<file path="config.mk">
export PLATFORM = sky130hd
export DESIGN_NAME = dmem_port_arbiter
export DESIGN_NICKNAME = d
export VERILOG_FILES = /design/src/rtl/dmem_port_arbiter_pkg.sv /design/src/rtl/dmem_port_arbiter_starve.sv /design/src/rtl/register.sv /design/src/rtl/dmem_port_arbiter.sv
export SDC_FILE = /design/constraint.sdc
export NUM_CORES = 1
export LEC_CHECK = 0
export CAP_MARGIN = 40
export CELL_PAD_IN_SITES_DETAIL_PLACEMENT = 1
export CELL_PAD_IN_SITES_GLOBAL_PLACEMENT = 1
export CORE_MARGIN = 10
export CORE_UTILIZATION = 28
export DETAILED_ROUTE_END_ITERATION = 8
export HOLD_SLACK_MARGIN = 0.15
export PLACE_DENSITY_LB_ADDON = 0.12
export SKIP_CTS_REPAIR_TIMING = 1
export SYNTH_ARGS = -nofsm -noshare
export SYNTH_HDL_FRONTEND = slang
export SYNTH_HIERARCHICAL = 1
export SYNTH_SLANG_ARGS = --single-unit
</file>
<file path="constraint.sdc">
create_clock -name clk -period 6.1 [get_ports clk]
set_input_delay 0.61 -clock clk [delete_from_list [all_inputs] [get_ports clk]]
set_output_delay 0.61 -clock clk [all_outputs]
set_load 0.03 [all_outputs]
</file>
<file path="src/rtl/dmem_port_arbiter_pkg.sv">
// Shared types for the data-memory port arbiter.
//   lc3b_word        : 16-bit data/address word
//   lc3b_rob_addr    : ROB tag carried by speculative loads
//   lc3b_mem_wmask   : byte enables on the memory port
//   dmem_arb_state_t : arbiter FSM states
package dmem_port_arbiter_pkg;

    typedef logic [15:0] lc3b_word;
    typedef logic [2:0]  lc3b_rob_addr;
    typedef logic [1:0]  lc3b_mem_wmask;

    typedef enum logic [1:0] {
        IDLE       = 2'd0,
        STORE      = 2'd1,
        LOAD       = 2'd2,
        LOAD_DRAIN = 2'd3
    } dmem_arb_state_t;

endpackage

</file>
<file path="src/rtl/dmem_port_arbiter_starve.sv">
// Saturating counter of consecutive store grants taken while a load waited.
//   clk, reset  : clock and synchronous reset (count returns to 0)
//   inc_i       : count one more store-over-load grant (saturates at LIMIT)
//   clr_i       : return to zero; wins over inc_i
//   count_o     : current count
//   at_limit_o  : count has reached LIMIT, the waiting load must win next
module arb_starve_counter #(
    parameter int LIMIT = 4,
    parameter int CNT_W = $clog2(LIMIT + 1)
) (
    input  logic             clk,
    input  logic             reset,
    input  logic             inc_i,
    input  logic             clr_i,
    output logic [CNT_W-1:0] count_o,
    output logic             at_limit_o
);

    logic [CNT_W-1:0] cnt_q;
    logic [CNT_W-1:0] cnt_d;

    always_comb begin
        cnt_d = cnt_q;
        if (clr_i) begin
            cnt_d = '0;
        end else if (inc_i && (cnt_q != CNT_W'(LIMIT))) begin
            cnt_d = cnt_q + 1'b1;
        end
    end

    always_ff @(posedge clk) begin
        if (reset) begin
            cnt_q <= '0;
        end else begin
            cnt_q <= cnt_d;
        end
    end

    assign count_o    = cnt_q;
    assign at_limit_o = (cnt_q == CNT_W'(LIMIT));

endmodule

</file>
<file path="src/rtl/register.sv">
// Generic load-enabled register with synchronous active-high reset to zero.
//   clk, reset : clock and synchronous reset
//   load_i     : capture d_i on the next rising edge
//   d_i / q_o  : data in / registered data out
module register #(
    parameter int WIDTH = 16
) (
    input  logic             clk,
    input  logic             reset,
    input  logic             load_i,
    input  logic [WIDTH-1:0] d_i,
    output logic [WIDTH-1:0] q_o
);

    logic [WIDTH-1:0] data_q;

    always_ff @(posedge clk) begin
        if (reset) begin
            data_q <= '0;
        end else if (load_i) begin
            data_q <= d_i;
        end
    end

    assign q_o = data_q;

endmodule

</file>
<file path="src/rtl/dmem_port_arbiter.sv">
// Shares one data-memory port between the commit stage (stores) and the
// load unit (speculative loads). One transaction at a time; the memory-side
// address/data/mask come only from registers latched at grant time.
//
// Handshake: a requester raises *_req and holds it (with its payload) until
// its one-cycle *_resp pulse; a load may instead be dropped by flush. The
// memory side sees a level strobe (dmem_read/dmem_write) held until the
// cycle in which dmem_resp is high; that cycle completes the transaction.
//
// Ports:
//   clk, reset                      : clock, synchronous active-high reset
//   st_req/st_addr/st_wdata/st_wmask: store request and payload
//   st_resp                         : store completion pulse
//   ld_req/ld_addr/ld_tag           : load request, address, ROB tag
//   ld_resp/ld_rdata/ld_tag_out     : load completion pulse, data, tag
//   flush                           : squash outstanding/pending loads
//   dmem_*                          : memory port
//   dbg_state_o, dbg_starve_cnt_o   : FSM state and starvation count
module dmem_port_arbiter
    import dmem_port_arbiter_pkg::*;
#(
    parameter int DATA_WIDTH   = 16,
    parameter int TAG_WIDTH    = 3,
    parameter int STARVE_LIMIT = 4,
    parameter int CNT_W        = $clog2(STARVE_LIMIT + 1)
) (
    input  logic                  clk,
    input  logic                  reset,

    input  logic                  st_req,
    input  logic [DATA_WIDTH-1:0] st_addr,
    input  logic [DATA_WIDTH-1:0] st_wdata,
    input  lc3b_mem_wmask         st_wmask,
    output logic                  st_resp,

    input  logic                  ld_req,
    input  logic [DATA_WIDTH-1:0] ld_addr,
    input  logic [TAG_WIDTH-1:0]  ld_tag,
    output logic                  ld_resp,
    output logic [DATA_WIDTH-1:0] ld_rdata,
    output logic [TAG_WIDTH-1:0]  ld_tag_out,

    input  logic                  flush,

    output logic                  dmem_read,
    output logic                  dmem_write,
    output logic [DATA_WIDTH-1:0] dmem_address,
    output logic [DATA_WIDTH-1:0] dmem_wdata,
    output lc3b_mem_wmask         dmem_wmask,
    input  logic                  dmem_resp,
    input  logic [DATA_WIDTH-1:0] dmem_rdata,

    output dmem_arb_state_t       dbg_state_o,
    output logic [CNT_W-1:0]      dbg_starve_cnt_o
);

    dmem_arb_state_t state_q;
    dmem_arb_state_t state_d;

    logic grant_st;
    logic grant_ld;
    logic st_resp_c;
    logic ld_resp_c;
    logic at_limit;
    logic ld_ok;

    logic [DATA_WIDTH-1:0] addr_d,  addr_q;
    logic [DATA_WIDTH-1:0] wdata_d, wdata_q;
    logic [1:0]            wmask_d, wmask_q;
    logic [TAG_WIDTH-1:0]  tag_d,   tag_q;
    logic                  latch_en;

    // A load is only eligible when no flush is squashing it this cycle.
    assign ld_ok = ld_req & ~flush;

    always_comb begin
        state_d    = state_q;
        grant_st   = 1'b0;
        grant_ld   = 1'b0;
        st_resp_c  = 1'b0;
        ld_resp_c  = 1'b0;
        dmem_read  = 1'b0;
        dmem_write = 1'b0;
        unique case (state_q)
            IDLE: begin
                // Stores win ties unless the waiting load has been passed
                // over STARVE_LIMIT times in a row.
                grant_st = st_req & ~(ld_ok & at_limit);
                grant_ld = ld_ok & (~st_req | at_limit);
                if (grant_st) begin
                    state_d = STORE;
                end else if (grant_ld) begin
                    state_d = LOAD;
                end
            end
            STORE: begin
                dmem_write = 1'b1;
                if (dmem_resp) begin
                    st_resp_c = 1'b1;
                    state_d   = IDLE;
                end
            end
            LOAD: begin
                dmem_read = 1'b1;
                if (dmem_resp) begin
                    ld_resp_c = ~flush;
                    state_d   = IDLE;
                end else if (flush) begin
                    state_d = LOAD_DRAIN;
                end
            end
            LOAD_DRAIN: begin
                // The read is already in flight; wait it out silently.
                dmem_read = 1'b1;
                if (dmem_resp) begin
                    state_d = IDLE;
                end
            end
            default: begin
                state_d = IDLE;
            end
        endcase
    end

    always_ff @(posedge clk) begin
        if (reset) begin
            state_q <= IDLE;
        end else begin
            state_q <= state_d;
        end
    end

    // Request latches: captured only on a grant, so the memory-side
    // signals stay constant for the whole transaction.
    assign latch_en = grant_st | grant_ld;
    assign addr_d   = grant_st ? st_addr  : ld_addr;
    assign wdata_d  = grant_st ? st_wdata : '0;
    assign wmask_d  = grant_st ? st_wmask : 2'b00;
    assign tag_d    = grant_ld ? ld_tag   : '0;

    register #(.WIDTH(DATA_WIDTH)) u_addr_reg (
        .clk(clk), .reset(reset), .load_i(latch_en), .d_i(addr_d), .q_o(addr_q)
    );
    register #(.WIDTH(DATA_WIDTH)) u_wdata_reg (
        .clk(clk), .reset(reset), .load_i(latch_en), .d_i(wdata_d), .q_o(wdata_q)
    );
    register #(.WIDTH(2)) u_wmask_reg (
        .clk(clk), .reset(reset), .load_i(latch_en), .d_i(wmask_d), .q_o(wmask_q)
    );
    register #(.WIDTH(TAG_WIDTH)) u_tag_reg (
        .clk(clk), .reset(reset), .load_i(latch_en), .d_i(tag_d), .q_o(tag_q)
    );

    arb_starve_counter #(.LIMIT(STARVE_LIMIT), .CNT_W(CNT_W)) u_starve (
        .clk       (clk),
        .reset     (reset),
        .inc_i     (grant_st & ld_req),
        .clr_i     (grant_ld | (grant_st & ~ld_req)),
        .count_o   (dbg_starve_cnt_o),
        .at_limit_o(at_limit)
    );

    // A reset abandons the transaction, so no response may escape during it.
    assign st_resp      = st_resp_c & ~reset;
    assign ld_resp      = ld_resp_c & ~reset;
    assign ld_rdata     = dmem_rdata;
    assign ld_tag_out   = tag_q;
    assign dmem_address = addr_q;
    assign dmem_wdata   = wdata_q;
    assign dmem_wmask   = (state_q == STORE) ? wmask_q : 2'b00;
    assign dbg_state_o  = state_q;

endmodule
</file>
# Word-level counts from Yosys, hierarchy flattened
# Cells that the tools add are included.
[classes]
n_div = 0
n_shift = 0
n_reduce_logical = 6
mul = 0
muxes = 19
magnitude_cmp = 0
n_eq_ne = 8
addsub = 1
bitwise_logic = 16
[op_table]
columns = ["cell", "n"]
rows = [
  ["two-way mux 16 bit", 2],
  ["two-way mux 2 bit", 7],
  ["!= test 3 bit, second input constant", 3],
  ["AND 1 bit", 8],
  ["two-way mux 1 bit", 8],
  ["case mux 2 bit (3 select lines)", 1],
  ["OR reduction 2 bit", 3],
  ["inverter 1 bit", 5],
  ["equality test 2 bit, second input constant", 2],
  ["adder 3 x 1 -> 3 bit, second input constant", 1],
  ["equality test 3 bit, second input constant", 1],
  ["two-way mux 3 bit", 1],
  ["OR 1 bit", 3],
  ["AND reduction 3 bit", 1],
  ["equality test 2 x 1 -> 1 bit, second input constant", 1],
  ["logical NOT 2 bit", 1],
  ["!= test 2 x 1 -> 1 bit, second input constant", 1],
  ["logical AND 1 bit", 1],
]
[word_totals]
latchBits = 0
rom_bits = 0
wordCells = 56
mem_count = 0
ff_bits = 42
mem_bits_rw = 0

# Depth between registers and ports, before layout
[logic_depth]
word_depth = 9
mapped_depth = 10
mapped_depth_nobuf = 8

# Cells and area by module
# The synthesis kept the hierarchy.
[by_module_without_submodules]
columns = ["module", "cells_per_inst", "area_each_um2", "n_inst", "seq_area_each_um2"]
rows = [
  ["register (u_addr_reg ...)", 52, 580.6, 2, 320.3],
  ["dmem_port_arbiter", 81, 696.9, 1, 40.0],
  ["arb_starve_counter", 18, 187.7, 1, 60.1],
  ["register (u_tag_reg)", 9, 101.3, 1, 60.1],
  ["register (u_wmask_reg)", 6, 67.6, 1, 40.0],
]

# Worst setup path before layout
# Ideal clock, no wire load.
[synth_timing]
path_kind = "register -> register"
start = "register u_starve.cnt_q[0] (netlist: u_starve/count_o[0])"
end = "register u_starve.cnt_q[0] (netlist: u_starve/count_o[0])"
required_ns = 5.977
arrival_time_ns = 2.197
path_stages_with_launch = 11
synth_period_minus_slack_ns = 2.321
setup_slack_ns = 3.779
n_path_buf = 2
setup_ns = 0.123
path_cell_list = "dfxtp_1 > inv_1 > ha_1 > and2_1 > nand2_2 > o211a_1 > buf_6 > clkbuf_1 > and2_1 > a21boi_2 > mux2_1"
[synth_between]
elab_chain_cells = 8
elab_cells_between_ends = 15
classes_between = "add/sub (1); eq/ne (2); mux (2); bitwise (8); reduce/logical (2)"
[synth_rtl]
columns = ["item", "line_no", "rtl"]
rows = [
  ["start: declaration", "dmem_port_arbiter_starve.sv:19", "logic [CNT_W-1:0] cnt_q;"],
  ["start signal: assignment", "dmem_port_arbiter_starve.sv:35", "cnt_q <= cnt_d;"],
  ["equality test 3 bit *", "dmem_port_arbiter_starve.sv:40", "assign at_limit_o = (cnt_q == CNT_W'(LIMIT));"],
  ["via at_limit", "dmem_port_arbiter.sv:64", "logic at_limit;"],
  ["AND 1 bit", "dmem_port_arbiter.sv:88", "grant_st = st_req & ~(ld_ok & at_limit);"],
  ["inverter 1 bit", "dmem_port_arbiter.sv:88", ""],
  ["AND 1 bit", "dmem_port_arbiter.sv:88", ""],
  ["two-way mux 1 bit", "dmem_port_arbiter.sv:84", "unique case (state_q)"],
  ["AND 1 bit", "dmem_port_arbiter.sv:158", ".clr_i (grant_ld | (grant_st & ~ld_req)),"],
  ["OR 1 bit", "dmem_port_arbiter.sv:158", ""],
  ["OR reduction 2 bit (no source line)", "-", ""],
]
# The timed path passes the listed nets; every way through them passes the cells marked *.
# A chain may end at the register's enable or synchronous reset.

# Worst setup path after layout
[layout_timing]
start = "input flush"
end = "output ld_resp"
[layout_between]
elab_chain_cells = 4
[layout_rtl]
columns = ["item", "line_no", "rtl"]
rows = [
  ["start: declaration", "dmem_port_arbiter.sv:43", "input logic flush,"],
  ["inverter 1 bit", "dmem_port_arbiter.sv:106", "ld_resp_c = ~flush;"],
  ["two-way mux 1 bit", "dmem_port_arbiter.sv:105", "if (dmem_resp) begin"],
  ["two-way mux 1 bit", "dmem_port_arbiter.sv:84", ""],
  ["AND 1 bit", "dmem_port_arbiter.sv:165", "assign ld_resp = ld_resp_c & ~reset;"],
  ["end: declaration", "dmem_port_arbiter.sv:39", "output logic ld_resp,"],
]
# No other way between the ends.

==> impl_metrics.xml <==
<?xml version="1.0" encoding="UTF-8"?>
<metrics>
  <group name="run_status">
    <metric name="run_status" unit="">completed</metric>
  </group>
  <group name="clocking">
    <metric name="worst_skew_pair.late_latency" unit="ps">290</metric>
    <metric name="clk_pin_slew_worst_paths" unit="ps">80</metric>
    <metric name="cts_buffer_count" unit="">5</metric>
    <metric name="cts-root-buf" unit="">sky130_fd_sc_hd__clkbuf_8</metric>
    <metric name="cts_tree" unit="">built</metric>
    <metric name="clock_tree.buffer_depth" unit="">2</metric>
    <metric name="htree_num_levels" unit="">2</metric>
    <metric name="clkSinkCount" unit="">42</metric>
  </group>
  <group name="place">
    <metric name="dp.cells" unit="">398</metric>
    <metric name="hpwlAfterDp" unit="µm">4820</metric>
    <metric name="finalWeightedCongestion" unit="">0.727</metric>
    <metric name="dp_worst_setup_slack" unit="ps">3380</metric>
    <metric name="place.port_buffers" unit="">104</metric>
  </group>
  <group name="drt">
    <metric name="wire_per_inst" unit="µm">15.7</metric>
    <metric name="post_drt_via_cell_ratio" unit="">4.45</metric>
    <metric name="vias" unit="">1808</metric>
    <metric name="first_pass_iteration_count_of_the_detailed_router" unit="">4</metric>
    <metric name="drt_drc_violations_left" unit="">0</metric>
    <metric name="dr.first_iter.drc_count" unit="">22</metric>
    <metric name="routed_wl" unit="µm">6380</metric>
    <metric name="antenna_left" unit="">0</metric>
  </group>
  <group name="synth">
    <metric name="synth_register_bits" unit="">42</metric>
    <metric name="syn_inst" unit="">218</metric>
    <metric name="synthMostInstantiatedCell" unit="">sky130_fd_sc_hd__dfxtp_1</metric>
    <metric name="commonest_cells_in_the_synthesized_netlist" unit="">sky130_fd_sc_hd__dfxtp_1, sky130_fd_sc_hd__nor2_1, sky130_fd_sc_hd__mux2i_1</metric>
    <metric name="synth_largest_type_area_fraction" unit="%">38.0</metric>
    <metric name="nets_in_the_synthesized_netlist" unit="">295</metric>
    <metric name="synth-seq-area-share" unit="%">38.0</metric>
    <metric name="netlist.top_cell.by_area" unit="">sky130_fd_sc_hd__dfxtp_1</metric>
    <metric name="post_synth_num_cell_types" unit="">32</metric>
    <metric name="syn_area" unit="µm²">2210</metric>
    <metric name="synth_enable_flop_cells" unit="">0</metric>
    <metric name="synth-main-ff-cell" unit="">sky130_fd_sc_hd__dfxtp_1</metric>
    <metric name="synth.top_cells.by_area" unit="">sky130_fd_sc_hd__dfxtp_1, sky130_fd_sc_hd__mux2i_1, sky130_fd_sc_hd__and2_1</metric>
    <metric name="avgSynthCellArea" unit="µm²">10.2</metric>
    <metric name="yosys_warnings" unit="">6</metric>
    <metric name="asyncSetResetFlopFracSynth" unit="%">0</metric>
  </group>
  <group name="layout">
    <metric name="fin_nets" unit="">380</metric>
    <metric name="layout.area.seq" unit="µm²">841</metric>
    <metric name="n_antenna_cell" unit="">0</metric>
    <metric name="layout.filler_cells" unit="">868</metric>
    <metric name="syn2layout_area_growth" unit="%">48.6</metric>
    <metric name="multiInputGateArea" unit="µm²">1120</metric>
    <metric name="drive_gt1_share" unit="%">10.5</metric>
    <metric name="fin_cells" unit="">406</metric>
  </group>
  <group name="global_routing">
    <metric name="grt_start_max_net_pins" unit="">37</metric>
    <metric name="globalRouteTotalUtil" unit="%">10.3</metric>
    <metric name="globalRoute.totalOverflow" unit="">0</metric>
    <metric name="grt_antenna_before_repair" unit="">0</metric>
    <metric name="grt_first_pass_wirelength" unit="µm">9790</metric>
    <metric name="vias_in_the_first_global_route" unit="">1901</metric>
  </group>
  <group name="timing">
    <metric name="setup_violations" unit="">0</metric>
    <metric name="slew_headroom" unit="%">59.2</metric>
    <metric name="finalHoldViolations" unit="">0</metric>
    <metric name="fin_worst_skew" unit="ps">4.21</metric>
    <metric name="final.setup.tns" unit="ps">0</metric>
    <metric name="worstMarginPinSlew" unit="ps">605</metric>
    <metric name="timing.hold.ws" unit="ps">496</metric>
    <metric name="max_slew_violation_count" unit="">0</metric>
    <metric name="finalWorstPathRequiredPeriod" unit="ps">2740</metric>
    <metric name="max_freq" unit="MHz">365</metric>
    <metric name="unrepaired_setup_endpoints_after_global_routing" unit="">false</metric>
    <metric name="final.setup.worst_slack" unit="ps">3360</metric>
    <metric name="post-route-period-util" unit="%">44.9</metric>
  </group>
  <group name="floorplan">
    <metric name="initial_utilization" unit="%">28.7</metric>
    <metric name="die_h" unit="µm">109</metric>
    <metric name="floorplan.rows" unit="">32</metric>
    <metric name="chipWidth" unit="µm">109</metric>
    <metric name="design.die.area" unit="µm²">11900</metric>
    <metric name="io_pins" unit="">137</metric>
    <metric name="core_region" unit="µm²">7730</metric>
  </group>
  <group name="critical_path">
    <metric name="timing.setup.critical_path_class" unit="">in2out</metric>
    <metric name="crit_path_end_kind" unit="">output pin</metric>
    <metric name="timing.critical_path.fanout_max" unit="">4</metric>
    <metric name="cp_data_arrival_time" unit="ps">2130</metric>
    <metric name="cells_traversed_along_the_worst_timing_path" unit="">clkdlybuf4s50_1, nor2_1, and4b_1, clkdlybuf4s50_1</metric>
    <metric name="worst_setup_path_startpoint" unit="">flush</metric>
    <metric name="start_kind" unit="">input port</metric>
    <metric name="worstRegToRegCells" unit="">9</metric>
    <metric name="worst_path_most_repeated_cell" unit="">sky130_fd_sc_hd__clkdlybuf4s50_1</metric>
    <metric name="reg2reg_to" unit="">u_starve/count_o[0]</metric>
    <metric name="critical_path_required" unit="ps">5490</metric>
    <metric name="critPathMaxStageDelay" unit="ps">680</metric>
    <metric name="timing.critical_path.to" unit="">ld_resp</metric>
    <metric name="slowest_cell_on_crit_path" unit="">sky130_fd_sc_hd__clkdlybuf4s50_1</metric>
    <metric name="critical_path.reg2reg.startpoint" unit="">u_starve/count_o[0]</metric>
    <metric name="worst-r2r-setup-slack" unit="ps">3720</metric>
  </group>
  <group name="power">
    <metric name="leakage" unit="nW">1.34</metric>
    <metric name="ir_worst_vdd" unit="mV">0.103</metric>
    <metric name="total_power" unit="mW">0.716</metric>
    <metric name="power_density" unit="nW/µm²">217</metric>
  </group>
  <group name="run">
    <metric name="drv_cap" unit="">0</metric>
  </group>
  <group name="worst_hold_path">
    <metric name="holdCritPathClass" unit="">reg2reg</metric>
  </group>
</metrics>
-- per-stage QoR --
stage / instance area, µm² / utilization [%]
floorplan: 2210 / -
global placement: 3140 / 40.7
detailed placement: 3180 / 41.2
CTS: 3290 / 42.6
global route: 3290 / 42.6
finish: 3290 / 42.6
-- cell usage in the layout, fill, tap and decap left out, types with 3 or more instances in the layout --
master / instances
sky130_fd_sc_hd__a21oi_1: 3
sky130_fd_sc_hd__and2_1: 25
sky130_fd_sc_hd__and4b_1: 3
sky130_fd_sc_hd__clkbuf_8: 5
sky130_fd_sc_hd__clkdlybuf4s50_1: 103
sky130_fd_sc_hd__dfxtp_1: 42
sky130_fd_sc_hd__mux2_2: 6
sky130_fd_sc_hd__mux2_4: 10
sky130_fd_sc_hd__mux2i_1: 37
sky130_fd_sc_hd__nor2_1: 39
sky130_fd_sc_hd__nor3b_1: 3
-- critical path: cells and delay by family --
| family | cells | cell delay (ps) |
|---|---|---|
| simple gates | 2 | 380 |
| buf+inv | 2 | 1140 |
-- cell type report --
type	count	area share [%]
clock buffers	7	2.32
clock inverters	1	0.913
inverters	2	0.228
multi-input cells	145	34.2
flip-flops and latches	42	25.6
well taps	102	3.88
repair buffers	107	32.9
-- cell families after synthesis --
family | Yosys count | synth area share, %
AOI/OAI and AO/OA | 8 | 2.77
buffers and inverters | 31 | 11.4
muxes | 55 | 27.6
adders and majority gates | 2 | 1.13
DFF | 42 | 38.0
and+or+nand+nor | 80 | 19.2
-- flip-flops by register name, summed over array words and instances, names as in the netlist --
signal / count
u_starve/count_o: 3
u_wdata_reg/q_o: 16
u_tag_reg/q_o: 3
dbg_state_o: 2
u_wmask_reg/q_o: 2
u_addr_reg/q_o: 16
-- how the worst min path moves through the flow --
stage / from / end / slack (ps) / depth (start not counted)
after global placement: u_wmask_reg/q_o[0] / u_wmask_reg/q_o[0] / 470 / 2
after detailed placement: u_wdata_reg/q_o[7] / u_wdata_reg/q_o[7] / 480 / 2
after global routing: u_wdata_reg/q_o[10] / u_wdata_reg/q_o[10] / 540 / 2
final: u_addr_reg/q_o[4] / u_addr_reg/q_o[4] / 500 / 2
after floorplan: u_wmask_reg/q_o[0] / u_wmask_reg/q_o[0] / 450 / 2
after CTS: u_wdata_reg/q_o[12] / u_wdata_reg/q_o[12] / 510 / 2
-- where the power goes --
part	switching (mW)	total (mW)	internal, mW
registers	0.00904	0.299	0.290
clock network	0.0958	0.218	0.123
logic	0.0922	0.198	0.106
total	0.197	0.716	0.518
-- layer usage --
metal | track usage (%) | vias up | part of all wire [%]
met5 | 0 | - | 0
met4 | 2.26 | 0 | 0.69
met3 | 5.07 | 7 | 10
met2 | 16.7 | 68 | 47
met1 | 11.9 | 854 | 42
li1 | - | 879 | -
(Power assumes the default switching activity.)
